File: src/rtl/gt_tx_seq_ctrl.sv
// TX gearbox sequencer: drives the external sequence count, stalls the word stream
// on the gearbox pause cycle through a 2-deep FIFO, and fills empty slots with idle blocks.
module gt_tx_seq_ctrl #(
  parameter int          SEQ_MAX     = 32,
  parameter logic [63:0] IDLE_DATA   = 64'h1E00_0000_0000_0000,
  parameter logic [1:0]  IDLE_HEADER = 2'b10,
  parameter int          CNT_W       = 16
) (
  input  logic             USER_CLK,
  input  logic             SYSTEM_RESET_N,
  input  logic             ENABLE,
  input  logic [63:0]      S_DATA,
  input  logic [1:0]       S_HEADER,
  input  logic             S_VALID,
  output logic             S_READY,
  output logic [63:0]      TX_DATA,
  output logic [1:0]       TX_HEADER,
  output logic [6:0]       TX_SEQUENCE,
  output logic [CNT_W-1:0] IDLE_CNT
);

  localparam logic [6:0] SEQ_MAX7 = 7'(SEQ_MAX);

  typedef struct packed {
    logic [1:0]  hdr;
    logic [63:0] data;
  } word_t;

  localparam word_t IDLE_WORD = '{hdr: IDLE_HEADER, data: IDLE_DATA};

  logic [6:0]       seq_q, seq_d;
  logic [1:0]       cnt_q, cnt_d, wr_lvl;
  logic             rdy_q, rdy_d;
  word_t            buf_q [2];
  word_t            buf_d [2];
  word_t            tx_q, tx_d;
  logic [CNT_W-1:0] idle_cnt_q, idle_cnt_d;
  logic             pause, push, pop, idle_ins;

  always_comb begin
    seq_d = '0;
    if (ENABLE) seq_d = (seq_q == SEQ_MAX7) ? 7'd0 : seq_q + 7'd1;
    pause    = ENABLE && (seq_d == SEQ_MAX7);
    push     = S_VALID && rdy_q;
    pop      = ENABLE && !pause && (cnt_q != 2'd0);
    idle_ins = ENABLE && !pause && (cnt_q == 2'd0);
    cnt_d    = cnt_q + {1'b0, push} - {1'b0, pop};
    rdy_d    = (cnt_d < 2'd2);
  end

  // Head lives in slot 0; a pop shifts, and the new word lands after whatever remains.
  always_comb begin
    buf_d  = buf_q;
    wr_lvl = cnt_q - {1'b0, pop};
    if (pop) buf_d[0] = buf_q[1];
    if (push) buf_d[wr_lvl[0]] = '{hdr: S_HEADER, data: S_DATA};
  end

  always_comb begin
    tx_d       = tx_q;
    idle_cnt_d = idle_cnt_q;
    if (!ENABLE || idle_ins) tx_d = IDLE_WORD;
    else if (pop)            tx_d = buf_q[0];
    if (idle_ins && !(&idle_cnt_q)) idle_cnt_d = idle_cnt_q + 1'b1;
  end

  always_ff @(posedge USER_CLK) begin
    if (!SYSTEM_RESET_N) begin
      seq_q      <= '0;
      cnt_q      <= '0;
      rdy_q      <= 1'b0;
      buf_q[0]   <= '0;
      buf_q[1]   <= '0;
      tx_q       <= '0;
      idle_cnt_q <= '0;
    end else begin
      seq_q      <= seq_d;
      cnt_q      <= cnt_d;
      rdy_q      <= rdy_d;
      buf_q      <= buf_d;
      tx_q       <= tx_d;
      idle_cnt_q <= idle_cnt_d;
    end
  end

  assign S_READY     = rdy_q;
  assign TX_DATA     = tx_q.data;
  assign TX_HEADER   = tx_q.hdr;
  assign TX_SEQUENCE = seq_q;
  assign IDLE_CNT    = idle_cnt_q;

endmodule

File: config.mk
export PLATFORM = sky130hd
export DESIGN_NAME = gt_tx_seq_ctrl
export DESIGN_NICKNAME = d
export VERILOG_FILES = /design/src/rtl/gt_tx_seq_ctrl.sv
export SDC_FILE = /design/constraint.sdc
export NUM_CORES = 1
export LEC_CHECK = 0
export CORE_MARGIN = 2
export CORE_UTILIZATION = 40
export DETAILED_ROUTE_END_ITERATION = 10
export DONT_BUFFER_PORTS = 1
export SLEW_MARGIN = 40
export SYNTH_ARGS = -nofsm -noshare
export SYNTH_HDL_FRONTEND = slang
export SYNTH_SLANG_ARGS = --single-unit
export TNS_END_PERCENT = 20
File: constraint.sdc
create_clock -name USER_CLK -period 4.1 [get_ports USER_CLK]
set_input_delay 0.82 -clock USER_CLK [delete_from_list [all_inputs] [get_ports USER_CLK]]
set_output_delay 0.82 -clock USER_CLK [all_outputs]
set_load 0.01 [all_outputs]
### Word-level counts from Yosys, hierarchy flattened

Cells that the tools add are included.

| word-level totals | value |
|---|---|
| flip-flop bits (word level) | 224 |
| latch bits | 0 |
| memory bits (writable) | 0 |
| ROM bits | 0 |
| input bits | 70 |
| output and inout port bits | 90 |
| word-level logic and storage cells | 49 |
| memories | 0 |

| cells by class | value |
|---|---|
| add/sub/neg operators | 5 |
| multipliers | 0 |
| divide/modulo/power cells | 0 |
| magnitude comparators | 3 |
| eq/ne operators | 2 |
| shift-type cells | 0 |
| muxes and demuxes | 9 |
| bitwise gates (word level) | 2 |
| reductions and logical operators | 16 |

Operator list:

| cell | number |
|---|---|
| 66-bit 2-to-1 mux | 4 |
| 132-bit bitwise mux | 1 |
| 132-bit 2-to-1 mux | 1 |
| 66-bit demux with 1-bit select | 1 |
| 16-bit by 1-bit adder with 16-bit output (second input constant) | 1 |
| 16-bit AND reduction | 1 |
| 7-bit by 6-bit == test with 1-bit output (second input constant) | 2 |
| 7-bit 2-to-1 mux | 2 |
| 7-bit by 1-bit adder with 7-bit output (second input constant) | 1 |
| 1-bit logical AND | 7 |
| 2-bit nonzero test | 2 |
| 1-bit zero test | 3 |
| 2-bit by 1-bit adder with 2-bit output | 1 |
| 2-bit greater-or-equal comparator (second input constant) | 1 |
| 2-bit zero test | 1 |
| 2-bit by 1-bit less-than comparator with 1-bit output (second input constant) | 1 |
| 2-bit less-than comparator (second input constant) | 1 |
| 1-bit NOT with 2-bit output | 1 |
| 2-bit OR reduction | 1 |
| 2-bit by 1-bit subtractor with 2-bit output | 1 |
| 1-bit logical OR | 1 |
| 1-bit NOT | 1 |
| 1-bit subtractor | 1 |

### Logic depth before layout (Yosys ltp)

Gate-level depths: netlist of run 1.

| logic depth | value |
|---|---|
| depth in word-level cells | 16 |
| depth in mapped cells | 17 |
| gate-level depth less buffers | 13 |

### Worst setup path after synthesis of run 1

OpenSTA, ideal clock, no wires.

| path | value |
|---|---|
| kind | register to register |
| start point | register seq_q[0] (netlist: TX_SEQUENCE[0]) |
| end point | register rdy_q (netlist: S_READY) |
| data arrival time | 3.043 ns |
| data required time | 3.985 ns |
| setup slack | 0.942 ns |
| cell stages (with the launch flop) | 18 |
| buffers on the path | 4 |
| cells stage by stage | dfxtp_1 inv_1 ha_1 nand3b_1 a21oi_1 nand3_1 o21ai_1 buf_4 clkinv_2 buf_6 buf_4 buf_2 ha_1 inv_1 ha_1 xor2_1 xnor2_1 and2_1 |

| on the way | value |
|---|---|
| word-level cells in the longest chain between the ends | 10 |
| elaborated cells between the ends (all ways) | 11 |
| those cells by class | add/sub: 2; order compare: 1; eq/ne: 2; mux: 2; reduce/logical: 4 |

RTL lines:

| what | line | source |
|---|---|---|
| start, declared | 31 | `logic [6:0] seq_q, seq_d;` |
| start signal, assigned | 77 | `seq_q <= seq_d;` |
| 7-bit by 1-bit adder with 7-bit output or 7-bit by 6-bit == test with 1-bit output (tied branches) | 42 | `if (ENABLE) seq_d = (seq_q == SEQ_MAX7) ? 7'd0 : seq_q + 7'd1;` |
| 7-bit 2-to-1 mux * (2 in series) | 42 |  |
| 7-bit by 6-bit == test with 1-bit output * | 43 | `pause = ENABLE && (seq_d == SEQ_MAX7);` |
| 1-bit logical AND * | 43 |  |
| 1-bit zero test * | 45 | `pop = ENABLE && !pause && (cnt_q != 2'd0);` |
| 1-bit logical AND * (2 in series) | 45 |  |
| 2-bit by 1-bit subtractor with 2-bit output * | 47 | `cnt_d = cnt_q + {1'b0, push} - {1'b0, pop};` |
| 2-bit less-than comparator * | 48 | `rdy_d = (cnt_d < 2'd2);` |
| end signal, assigned | 79 | `rdy_q <= rdy_d;` |
| end, declared | 33 | `logic rdy_q, rdy_d;` |

Every way passes the cells marked *; elsewhere a longest branch is shown, timed or not.
A chain may end at the register's enable or synchronous reset.

### Final worst setup path of run 1

| path | value |
|---|---|
| start point | register seq_q[0] (netlist: TX_SEQUENCE[0]) |
| end point | register buf_q[105] (netlist bit) |

| on the way | value |
|---|---|
| word-level cells in the longest chain between the ends | 16 |
| elaborated cells between the ends (all ways) | 19 |
| those cells by class | add/sub: 2; order compare: 2; eq/ne: 2; mux: 7; bitwise: 1; reduce/logical: 5 |

RTL lines:

| what | line | source |
|---|---|---|
| 7-bit by 1-bit adder with 7-bit output or 7-bit by 6-bit == test with 1-bit output (tied branches) | 42 |  |
| 7-bit 2-to-1 mux * (2 in series) | 42 |  |
| 7-bit by 6-bit == test with 1-bit output * | 43 |  |
| 1-bit logical AND * | 43 |  |
| 1-bit zero test * | 45 |  |
| 1-bit logical AND * (2 in series) | 45 |  |
| 1-bit subtractor | 54 | `wr_lvl = cnt_q - {1'b0, pop};` |
| 1-bit NOT with 2-bit output (not written as such) | 56 | `if (push) buf_d[wr_lvl[0]] = '{hdr: S_HEADER, data: S_DATA};` |
| 2-bit greater-or-equal comparator (not written as such) or 2-bit by 1-bit less-than comparator with 1-bit output (tied branches) | 56 |  |
| 1-bit logical AND (not written as such) | 56 |  |
| 66-bit 2-to-1 mux (not written as such) | 56 |  |
| 66-bit demux with 1-bit select | 56 |  |
| 132-bit bitwise mux | 56 |  |
| 132-bit 2-to-1 mux * | 56 |  |
| end signal, assigned | 80 | `buf_q <= buf_d;` |
| end, declared | 34 | `word_t buf_q [2];` |

Marks and branches as above.

==> flow_metrics.env, run 1 <==
export IMPL_run_status="finished, final reports clean"
export IMPL_tns_ns=0
export IMPL_seq_area_frac_synth_pct=42.9
export IMPL_finalMaxSlewViolations=0
export IMPL_drt_iter0_markers=547
export IMPL_layout_drive_gt1_share_pct=9.53
export IMPL_p_seq_share_pct=42.4
export IMPL_numCtsBuffers=26
export IMPL_die_w_um=166
export IMPL_relSlewSlack_pct=46.7
export IMPL_netlist_instances=1142
export IMPL_skew_ns=0.0212
export IMPL_rows=59
export IMPL_critical_path_class="flip-flop to flip-flop"
export IMPL_grt_overflow_total=0
export IMPL_cp_start_kind="flip-flop"
export IMPL_rsz0062_at_grt="false"
export IMPL_critical_path_arrival_ns=3.77
export IMPL_holdWs_ns=0.423
export IMPL_period_share_pct=83.2
export IMPL_gp_congestion=0.765
export IMPL_syn_nets=1217
export IMPL_critPathCaptureType="flip-flop"
export IMPL_pin_count=160
export IMPL_netlist_area_mm2=0.0105
export IMPL_grt_max_degree=148
export IMPL_power_density_mw_per_mm2=590
export IMPL_p_leak_uw=0.00364
export IMPL_fillers=2521
export IMPL_cts_sinks=224
export IMPL_r2r_start="TX_SEQUENCE[0]"
export IMPL_fmax_ghz=0.293
export IMPL_io_buffers=0
export IMPL_track_usage_pct=20.0
export IMPL_yosys_cell_types_count=44
export IMPL_p_switching_uw=2190
export IMPL_cts_tree="built"
export IMPL_hp_start="S_DATA[22]"
export IMPL_worst_pin_slew_ns=0.800
export IMPL_cts_root_buffer="clkbuf_16"
export IMPL_critPathLaunch="TX_SEQUENCE[0]"
export IMPL_finalHoldViolCount=0
export IMPL_register_area_mm2=0.00449
export IMPL_p_sw_share_pct=32.5
export IMPL_nets=1138
export IMPL_die_area_mm2=0.0275
export IMPL_ctsHoldBuffers=0
export IMPL_initial_core_util_pct=40.5
export IMPL_clockPowerShare_pct=33.2
export IMPL_fin_crit_ns=3.41
export IMPL_antenna_found_initial=0
export IMPL_fp_dieH_um=166
export IMPL_diodes=0
export IMPL_syn2layout_area_growth_pct=9.24
export IMPL_ir_drop_uv=336
export IMPL_worst_hold_path_type="input port to flip-flop"
export IMPL_comb_power_share_pct=24.5
export IMPL_cts_resized=0
export IMPL_wl_per_cell_um=20.4
export IMPL_cts_htree_levels=1
export IMPL_coreArea_mm2=0.0258
export IMPL_drc_errors=0
export IMPL_ant_nets=0
export IMPL_power_internal_uw=4550
export IMPL_clk_latency_ns=0.53
export IMPL_synth_seq_cells=224
export IMPL_worstPathRequired_ns=4.46
export IMPL_vias_per_cell=6.05
export IMPL_grt_pass1_vias=8265
export IMPL_multi_input_area_mm2=0.00543
export IMPL_ys_warn_count=0
export IMPL_dp_hpwl_um=15800
export IMPL_avgSynthCellArea_um2=9.16
export IMPL_dr_total_vias=8569
export IMPL_cts_reportedPaths_clkPinSlew_ns=0.06
export IMPL_drt_first_pass_iters=5
export IMPL_cts_setup_buffers=0
export IMPL_max_cap_violations=0
export IMPL_clk_path_buf_depth=3
export IMPL_routed_wl_um=28900
export IMPL_grt_pass1_wl_um=46000
export IMPL_setup_viol=0
export IMPL_cp_max_fo=36
## synth_stat cells (all sizes together)
library cell | count | area share [%]
o21a | 1 | 0.084
nor4 | 3 | 0.18
a21oi | 77 | 3.7
dfxtp | 224 | 43
nor4b | 1 | 0.14
and3 | 4 | 0.24
a221oi | 66 | 7.3
mux2i | 70 | 6.7
xnor2 | 2 | 0.17
or3 | 14 | 0.84
a211o | 3 | 0.25
o2111ai | 1 | 0.084
and4 | 1 | 0.084
nor2 | 12 | 0.43
o211ai | 3 | 0.22
and2 | 3 | 0.18
clkbuf | 70 | 2.5
a211oi | 67 | 4.9
nand4 | 4 | 0.24
xor2 | 4 | 0.33
nand2b | 3 | 0.18
nand3 | 10 | 0.48
nor3 | 68 | 3.3
a2111oi | 1 | 0.14
o221a | 5 | 0.54
a22o | 66 | 5.5
buf | 54 | 2.8
nor2b | 1 | 0.060
inv | 12 | 0.43
nand3b | 1 | 0.072
nand2 | 200 | 7.2
ha | 5 | 0.60
nand4bb | 1 | 0.11
o21ai | 18 | 0.90
clkinv | 1 | 0.048
a221o | 66 | 6.3
## per-stage QoR
step           total power [uW]  instances  area, um2  worst slack [ns]  utilization [%]
3_5_place_dp               4540       1369      10600             0.748             41.0
5_1_grt                    7090       1416      11400             0.447             44.2
4_1_cts                    6780       1415      11400             0.727             44.1
3_3_place_gp               4480       1368      10600             0.840             40.8
2_1_floorplan              4180       1142      10500             0.942                -
6_report                   6740       1416      11400             0.687             44.2
## worst paths after layout
path,cells past startpoint,slack [ns],end
setup reg to reg,9,0.69,buf_q[105]
hold / removal,1,0.42,flip-flop
hold reg to reg,2,0.45,TX_DATA[61]
setup / recovery,9,0.69,buf_q[105]
## layout make-up
type | instances | area share [%]
clock buffers | 38 | 6.54
well taps | 335 | 3.67
flip-flops and latches | 224 | 39.3
inverters | 13 | 0.526
clock inverters | 8 | 0.591
repair buffers | 17 | 1.84
multi-input cells | 781 | 47.6
## power groups by stage
stage	combinational [uW]	clock, uW	sequential, uW
floorplan	1420	0	2760
global placement	1540	0	2940
detailed placement	1640	0	2890
CTS	1650	2290	2850
global route	1810	2380	2900
finish	1650	2240	2860
## critical path: stages (launching register included)
cell and delay (ns):
dfxtp_1 0.50, ha_1 0.34, nand3_1 0.15, xor2_1 0.26, nand3_1 0.30, o21ai_4 0.26, buf_4 0.45, a211o_4 0.49
buf_12 0.33, a221oi_1 0.13
## routing by layer
metal | up-vias | global-route usage [%] | share of wire [%]
met5 | - | 0 | 0
met1 | 4130 | 27.2 | 46
li1 | 4177 | - | -
met2 | 234 | 31.2 | 45
met4 | 0 | 4.69 | 1.4
met3 | 28 | 6.16 | 7.6
## placed cells by master (no fill, tap or decap), types with 9 or more instances in the layout
cell type / synthesis / layout
a21oi_1: 77 / 77
a221o_1: 66 / 66
inv_1: 10 / 10
buf_4: 11 / 9
nand2_1: 200 / 199
or3_1: 14 / 14
nor2_1: 12 / 12
a22o_1: 66 / 66
clkbuf_16: 0 / 27
nand3_1: 10 / 10
a211oi_1: 66 / 66
a221oi_1: 37 / 37
nor3_1: 68 / 68
dfxtp_1: 224 / 223
mux2i_1: 70 / 70
o21ai_0: 14 / 14
a221oi_2: 29 / 29
## cell families after synthesis
logic type,count (synthesis),share of synthesized area [%]
compound gates,374,29.9
xor+xnor,6,0.502
fa+ha+maj,5,0.598
buf+inv,137,5.80
flops,224,42.9
mux,70,6.70
simple gates,326,13.7
No activity file was read; power rests on OpenSTA's default activity.
==> run 2: changes to the inputs <==
==> constraint.sdc (replaced) <==
create_clock -name USER_CLK -period 3.4 [get_ports USER_CLK]
set_input_delay 0.68 -clock USER_CLK [delete_from_list [all_inputs] [get_ports USER_CLK]]
set_output_delay 0.68 -clock USER_CLK [all_outputs]
set_load 0.01 [all_outputs]
==> flow_metrics.env, run 2 (same netlist as run 1, synthesis figures left out) <==
export IMPL_die_area_mm2=0.0275
export IMPL_setup_ws_ns=0.485
export IMPL_fillers=2457
export IMPL_relSlewSlack_pct=51.2
export IMPL_cts_sinks=224
export IMPL_cts_root_buffer="clkbuf_16"
export IMPL_path_buf_inv=1
export IMPL_design_power_total_uw=8490
export IMPL_grt_overflow_total=0
export IMPL_routed_wl_um=28900
export IMPL_critPathCaptureType="flip-flop"
export IMPL_initial_core_util_pct=40.5
export IMPL_grt_pass1_wl_um=47100
export IMPL_worstPathRequired_ns=3.82
export IMPL_ir_drop_uv=584
export IMPL_path_cells="ha_1, nand3_1, xor2_1, and3_1, a211oi_4, buf_12, a211oi_1, a221o_1"
export IMPL_period_share_pct=85.7
export IMPL_worst_pin_slew_ns=0.732
export IMPL_nets=1143
export IMPL_clk_latency_ns=0.53
export IMPL_finalHoldViolCount=0
export IMPL_critical_path_top_delay_family="compound AO/OA/AOI/OAI gates"
export IMPL_io_buffers=0
export IMPL_track_usage_pct=20.3
export IMPL_cp_start_kind="flip-flop"
export IMPL_p_leak_uw=0.00373
export IMPL_drt_first_pass_iters=5
export IMPL_grt_pass1_vias=8481
export IMPL_cts_reportedPaths_clkPinSlew_ns=0.06
export IMPL_vias_per_cell=6.12
export IMPL_setup_viol=0
export IMPL_gp_congestion=0.763
export IMPL_cts_resized=0
export IMPL_skew_ns=0.0135
export IMPL_max_cap_violations=0
export IMPL_pin_count=160
export IMPL_dr_total_vias=8717
export IMPL_critical_path_arrival_ns=3.34
export IMPL_ant_nets=0
export IMPL_layout_commonest_cell="dfxtp_1"
export IMPL_clk_path_buf_depth=3
export IMPL_ctsHoldBuffers=0
export IMPL_finalMaxSlewViolations=0
export IMPL_cp_slowest_cell="a211oi_4"
export IMPL_critical_path_class="flip-flop to flip-flop"
export IMPL_cp_max_fo=49
export IMPL_cts_setup_buffers=0
export IMPL_die_w_um=166
export IMPL_tns_ns=0
export IMPL_numCtsBuffers=26
export IMPL_power_density_mw_per_mm2=729
export IMPL_max_stage_delay_ns=0.65
export IMPL_fmax_ghz=0.343
export IMPL_final_cell_mix="223 x dfxtp_1, 199 x nand2_1, 77 x a21oi_1"
export IMPL_cts_tree="built"
export IMPL_place_inst=1375
export IMPL_wl_per_cell_um=20.3
export IMPL_fp_dieH_um=166
export IMPL_fin_crit_ns=2.92
export IMPL_drc_errors=0
export IMPL_dp_hpwl_um=16200
export IMPL_antenna_found_initial=0
export IMPL_layout_drive_gt1_share_pct=10.5
export IMPL_r2r_setup_slack_ns=0.48
export IMPL_drt_iter0_markers=769
export IMPL_cts_htree_levels=1
export IMPL_grt_max_degree=148
export IMPL_stdcell_count=1424
export IMPL_syn2layout_area_growth_pct=11.2
export IMPL_run_status="finished, final reports clean"
export IMPL_coreArea_mm2=0.0258
export IMPL_dp_slack_ns=0.488
export IMPL_rows=59
export IMPL_worst_hold_path_type="input port to flip-flop"
export IMPL_rsz0062_at_grt="false"
export IMPL_final_core_util_pct=45.0
## run 2: power by group
part	leakage, uW	internal, uW	total [uW]	switching [uW]
sequential	0.00182	3060	3370	310
combinational	0.00145	875	2110	1230
clock	0.000456	1860	3010	1140
## run 2: path summary, 6_finish.rpt
path,from,to,depth (start not counted)
max,TX_SEQUENCE[0],flip-flop,8
min,S_DATA[50],flip-flop,1
max reg2reg,TX_SEQUENCE[0],flip-flop,8
min reg2reg,buf_q[105],TX_DATA[39],2
## run 2: layout make-up
| class | instances | area [um2] | area share (%) |
|---|---|---|---|
| diodes | 1 | 2.50 | 0.0215 |
| clock buffers | 35 | 757 | 6.51 |
| clock inverters | 13 | 174 | 1.49 |
| inverters | 13 | 57.6 | 0.495 |
| multi-input cells | 781 | 5430 | 46.7 |
| flip-flops and latches | 224 | 4490 | 38.6 |
| well taps | 335 | 419 | 3.60 |
| repair buffers | 22 | 303 | 2.60 |
## run 2: layer usage
metal | GRT usage, % | share of wire (%)
met5 | 0 | 0
met2 | 32.2 | 45
met1 | 27.3 | 45
met4 | 4.80 | 1.6
met3 | 6.21 | 8.3
## run 2: metrics by stage
stage	cell area [um2]	hold slack, ns
6_report	11600	0.284
5_1_grt	11600	0.268
4_1_cts	11600	0.267
3_5_place_dp	10700	0.446
3_3_place_gp	10700	0.440
2_1_floorplan	10500	0.431
